$ cat config.mk
export PLATFORM = sky130hd
export DESIGN_NAME = dmem_arbiter
export DESIGN_NICKNAME = d
export VERILOG_FILES = /design/src/rtl/dmem_arbiter.sv
export SDC_FILE = /design/constraint.sdc
export NUM_CORES = 1
export LEC_CHECK = 0
export ABC_CLOCK_PERIOD_IN_PS = 2400
export BUFFER_PORTS_ARGS = -buffer_cell sky130_fd_sc_hd__buf_4
export CORE_AREA = 8 8 90 92
export CTS_CLUSTER_DIAMETER = 200
export DETAILED_ROUTE_END_ITERATION = 8
export DIE_AREA = 0 0 98 100
export HOLD_SLACK_MARGIN = 0.1
export PLACE_DENSITY = 0.69
export SLEW_MARGIN = 20
export SYNTH_ARGS = -nofsm -noshare
export SYNTH_HDL_FRONTEND = slang
export SYNTH_SLANG_ARGS = --single-unit
$ cat constraint.sdc
create_clock -name clk_i -period 2.4 [get_ports clk_i]
set_clock_uncertainty 0.2 [all_clocks]
set_input_delay 0.48 -clock clk_i [delete_from_list [all_inputs] [get_ports clk_i]]
set_output_delay 0.48 -clock clk_i [all_outputs]
set_load 0.005 [all_outputs]
$ cat src/rtl/dmem_arbiter.sv
// Two-port arbiter in front of the single-port data memory: grants one command per
// cycle, tracks the outstanding read and steers its data back to the issuing port.
module dmem_arbiter #(
  parameter int ADDR_W     = 14,
  parameter int RD_LAT     = 1,
  parameter int FIXED_PRIO = 0
) (
  input  logic              clk_i,
  input  logic              rst_ni,
  input  logic              m0_req_i,
  input  logic              m0_we_i,
  input  logic [ADDR_W-1:0] m0_addr_i,
  input  logic [31:0]       m0_wdata_i,
  output logic              m0_gnt_o,
  output logic              m0_rvalid_o,
  output logic [31:0]       m0_rdata_o,
  input  logic              m1_req_i,
  input  logic              m1_we_i,
  input  logic [ADDR_W-1:0] m1_addr_i,
  input  logic [31:0]       m1_wdata_i,
  output logic              m1_gnt_o,
  output logic              m1_rvalid_o,
  output logic [31:0]       m1_rdata_o,
  output logic              mem_en_o,
  output logic              mem_we_o,
  output logic [ADDR_W-1:0] mem_addr_o,
  output logic [31:0]       mem_wdata_o,
  input  logic [31:0]       mem_rdata_i
);

  if (RD_LAT < 1 || RD_LAT > 7) begin : g_bad_lat
    $fatal(1, "dmem_arbiter: RD_LAT must be in 1..7");
  end

  typedef enum logic {IDLE, RD_WAIT} state_t;

  state_t            state, state_nxt;
  logic [2:0]        lat_cnt, lat_cnt_nxt;
  logic              owner, owner_nxt;
  logic              rr_ptr, rr_ptr_nxt;
  logic              rd_done, gnt, winner, win_we;
  logic [ADDR_W-1:0] win_addr;
  logic [31:0]       win_wdata;

  // The completion cycle is also an arbitration cycle, so reads can be chained
  // back to back without a bubble.
  always_comb begin
    rd_done = (state == RD_WAIT) && (lat_cnt == 3'(RD_LAT));
    if (m0_req_i && m1_req_i) winner = (FIXED_PRIO != 0) ? 1'b0 : rr_ptr;
    else                      winner = m1_req_i;
    gnt       = rst_ni && (m0_req_i || m1_req_i) && ((state == IDLE) || rd_done);
    win_we    = winner ? m1_we_i    : m0_we_i;
    win_addr  = winner ? m1_addr_i  : m0_addr_i;
    win_wdata = winner ? m1_wdata_i : m0_wdata_i;
  end

  always_comb begin
    state_nxt   = state;
    lat_cnt_nxt = lat_cnt;
    owner_nxt   = owner;
    rr_ptr_nxt  = rr_ptr;
    if (state == RD_WAIT) lat_cnt_nxt = lat_cnt + 3'd1;
    if (rd_done) begin
      state_nxt   = IDLE;
      lat_cnt_nxt = '0;
    end
    if (gnt) begin
      rr_ptr_nxt = ~winner;
      if (!win_we) begin
        state_nxt   = RD_WAIT;
        lat_cnt_nxt = 3'd1;
        owner_nxt   = winner;
      end
    end
  end

  always_ff @(posedge clk_i or negedge rst_ni) begin
    if (!rst_ni) begin
      state   <= IDLE;
      lat_cnt <= '0;
      owner   <= 1'b0;
      rr_ptr  <= 1'b0;
    end else begin
      state   <= state_nxt;
      lat_cnt <= lat_cnt_nxt;
      owner   <= owner_nxt;
      rr_ptr  <= rr_ptr_nxt;
    end
  end

  assign m0_gnt_o    = gnt & ~winner;
  assign m1_gnt_o    = gnt &  winner;
  assign mem_en_o    = gnt;
  assign mem_we_o    = gnt & win_we;
  assign mem_addr_o  = gnt ? win_addr  : '0;
  assign mem_wdata_o = gnt ? win_wdata : '0;

  assign m0_rvalid_o = rd_done & ~owner;
  assign m1_rvalid_o = rd_done &  owner;
  assign m0_rdata_o  = m0_rvalid_o ? mem_rdata_i : '0;
  assign m1_rdata_o  = m1_rvalid_o ? mem_rdata_i : '0;

endmodule
==> impl_summary.log <==
[metrics] path category of the worst min-delay check: primary input to register
[metrics] total global-route track usage: 18.6%
[metrics] synthesized netlist net count: 399
[metrics] EDFF count, synth: 0
[metrics] post-synthesis cell area: 1620 sq um
[metrics] die outline height: 100 um
[metrics] Synth Flop Type: dfrtp_1
[metrics] average cell area after synthesis: 6.08 sq um
[metrics] vias: 2787
[metrics] Synth warnings: 0
[metrics] Post-Route Hold Slack: 0.371 ns
[metrics] effective utilization at floorplan: 24.4%
[metrics] CP cell instances: inv_2, ha_4, buf_6, nand2b_4, buf_4, nor3_4, buf_6, clkbuf_16, and2_1, buf_4
[metrics] Crit-path slowest cell: dfrtp_1
[metrics] post-route worst setup slack: -0.0888 ns
[metrics] final routed wirelength across all metal layers: 10400 um
[metrics] pin count of the biggest net entering global routing: 59
[metrics] Die X: 98 um
[metrics] cell class contributing the biggest share of worst-path delay: buffers and inverters
[metrics] clock slew seen by the registers of the worst setup and hold paths: 0.04 ns
[metrics] FF-to-FF setup slack: 0.63 ns
[metrics] post-synthesis sequential element count: 6
[metrics] number of antenna violations at the first check in global routing: 0
[metrics] Antenna Violating Nets Remaining: 0
[metrics] depth of the worst hold-timing path: 4
[metrics] total negative setup slack: -2.63 ns
[metrics] setup repair after global routing missed its margin: true
[metrics] critical path launch point: lat_cnt[1]$_DFF_PN0_
[metrics] number of buffers and inverters on the critical path: 6
[metrics] Worst R2R Start: lat_cnt[0]$_DFF_PN0_
[metrics] share of synthesized area occupied by flip-flops and latches: 9.25%
[metrics] average wire per standard cell: 17.5 um
[metrics] crit path time final: 2.49 ns
[metrics] power density relative to cell area: 588 nW/um^2
[metrics] Site Rows: 30
[metrics] final cycle utilization of the critical path: 104%
[metrics] count of TritonRoute iterations in the first routing pass: 4
[metrics] I/O pin total: 246
[metrics] antenna cells: 0
[metrics] data required time at the worst endpoint: 1.72 ns
[metrics] estimated wirelength of the detail-placed design: 8000 um
[metrics] Fmax achieved: 0.402 GHz
[metrics] area inside the core boundary: 6640 sq um
[metrics] drt initial violations: 102
[metrics] type of destination of the critical path: output pin
[metrics] Util after Layout: 58.3%
[metrics] status: complete, but fails checks
[metrics] peak per-stage delay on the critical path: 0.38 ns
[metrics] vias in the first global route: 2795
[metrics] Vias/cell: 4.68
[metrics] area growth from synthesis to final layout: 139%
[metrics] total power consumption of the routed design: 2.28 mW
[metrics] clock root buffer: clkbuf_8
[metrics] async set-reset flop share out of synthesis: 100%
[metrics] Setup crit start kind: register
[metrics] leakage power figure: 2.03 nW
[metrics] IR Drop Worst-Case VDD: 278 uV
[metrics] Buffers on Ports: 245
[metrics] number of failing hold endpoints at the final stage: 0
[metrics] proportion of layout cells with a drive suffix above 1: 57.9%
[metrics] clock tree from TritonCTS: done
[metrics] crit path kind: register to output pin
[metrics] commonest cells after routing, fill and taps aside: 253 x buf_4, 62 x and2_1, 46 x nand3_1
[metrics] number of H-tree levels: 1
[metrics] final setup violation count: 56
[metrics] r2r worst-path depth: 5
[metrics] most common cell after layout, fill and taps aside: buf_4
[metrics] first-pass GRT wire length: 14900 um
[metrics] slew at the pin with the worst max-slew slack: 0.297 ns
[metrics] residual DRC count: 0
[metrics] number of clock buffers inserted by TritonCTS: 3
[metrics] gpl congestion: 0.851
[metrics] launch point of the worst hold path: m1_we_i
[metrics] biggest fanout along the worst timing path: 8
[metrics] relative slew slack: 80.1%
[metrics] insertion delay of the later-clocked pin in the worst-skew pair: 0.22 ns
[metrics] pins over their slew limit: 0
[metrics] number of nets in the layout: 649
[metrics] Syn Inst Count: 267
[metrics] dpl ws: 0.0567 ns
[metrics] failing checks: negative setup slack
[metrics] critical path arrival: 1.81 ns
[metrics] post-synth cell types: 29
[metrics] total stage count of the critical path: 10
[metrics] global route total overflow: 0
[metrics] die footprint: 9800 sq um
[metrics] maximum capacitance violations: 0
[metrics] Bufs on Longest Clock Path: 2
[metrics] clock sink count: 6
==> final timing paths <==
| check | end |
|---|---|
| min reg2reg | rr_ptr$_DFFE_PN0P_ |
| min in group asynchronous | lat_cnt[1]$_DFF_PN0_ |
| max reg2reg | lat_cnt[0]$_DFF_PN0_ |
| max | m0_rdata_o[3] |
| max in group asynchronous | state$_DFF_PN0_ |
| min | owner$_DFFE_PN0P_ |
==> final cells by class <==
class / instances / area [sq um]
repair buffers: 270 / 2210
multi-input cells: 231 / 1340
fillers: 636 / 2770
well taps: 80 / 100
inverters: 5 / 26.3
clock buffers: 3 / 41.3
flip-flops and latches: 6 / 150
==> cell usage after synthesis, types with 2 or more instances <==
master / instances / share of area, %
and2_1: 65 / 25
nand2_1: 47 / 11
nand3_1: 46 / 14
o21ai_1: 40 / 12
buf_6: 8 / 5.6
o21ai_0: 7 / 2.2
a21oi_1: 6 / 1.9
buf_2: 6 / 1.9
dfrtp_1: 6 / 9.3
clkbuf_1: 4 / 0.92
clkbuf_2: 4 / 1.2
nor2_1: 4 / 0.92
inv_1: 3 / 0.69
nor3_1: 3 / 0.92
buf_4: 2 / 0.92
ha_1: 2 / 1.5
o21ai_4: 2 / 2.0
==> power by group <==
| part | switching, mW | internal (mW) |
|---|---|---|
| Clock | 0.0447 | 0.108 |
| Combinational | 0.856 | 1.07 |
| Sequential | 0.0545 | 0.142 |
==> stage by stage <==
step                      instance area [sq um]  cells
after floorplan                            1620    267
after CTS                                  3730    591
final                                      3870    595
after global placement                     3500    577
after detailed placement                   3500    577
after global routing                       3870    595
==> cells by family (layout without fill, tap and decap cells) <==
logic type,after synthesis,in the layout,synth area share [%]
adders and majority gates,2,2,1.54
and+or+nand+nor,169,169,54.8
buffers and inverters,30,278,12.6
DFF,6,6,9.25
muxes,1,1,0.617
AOI/OAI and AO/OA,59,59,21.1
==> per-layer routing <==
| layer | vias up | wire length [um] | track usage [%] |
|---|---|---|---|
| li1 | 1389 | - | - |
| met1 | 1226 | 3600 | 18.1 |
| met2 | 156 | 5590 | 36.1 |
| met3 | 16 | 988 | 6.78 |
| met4 | 0 | 238 | 4.56 |
| met5 | - | 0 | 0 |
==> sequential cells by signal, indices dropped and copies added (netlist names) <==
name / cells
lat_cnt: 3
owner: 1
rr_ptr: 1
state: 1
==> what timing repair did <==
item | CTS | global route
buffers inserted | 8 | 2
cloned | 2 | 5
pin swaps | 2 | 11
gates resized for setup | 17 | 25
setup endpoints to repair | 51 | 112
hold buffers | 1 | 0
hold endpoints to repair | 6 | 0
==> worst reg2reg max path, delay by kind of cell (launching register included) <==
family / cells / cell delay (ns)
buffers and inverters: 1 / 0.15
and+or+nand+nor: 1 / 0.18
AOI/OAI and AO/OA: 2 / 0.53
DFF: 1 / 0.41
adders and majority gates: 1 / 0.18
No activity file was read; power rests on OpenSTA's default activity.
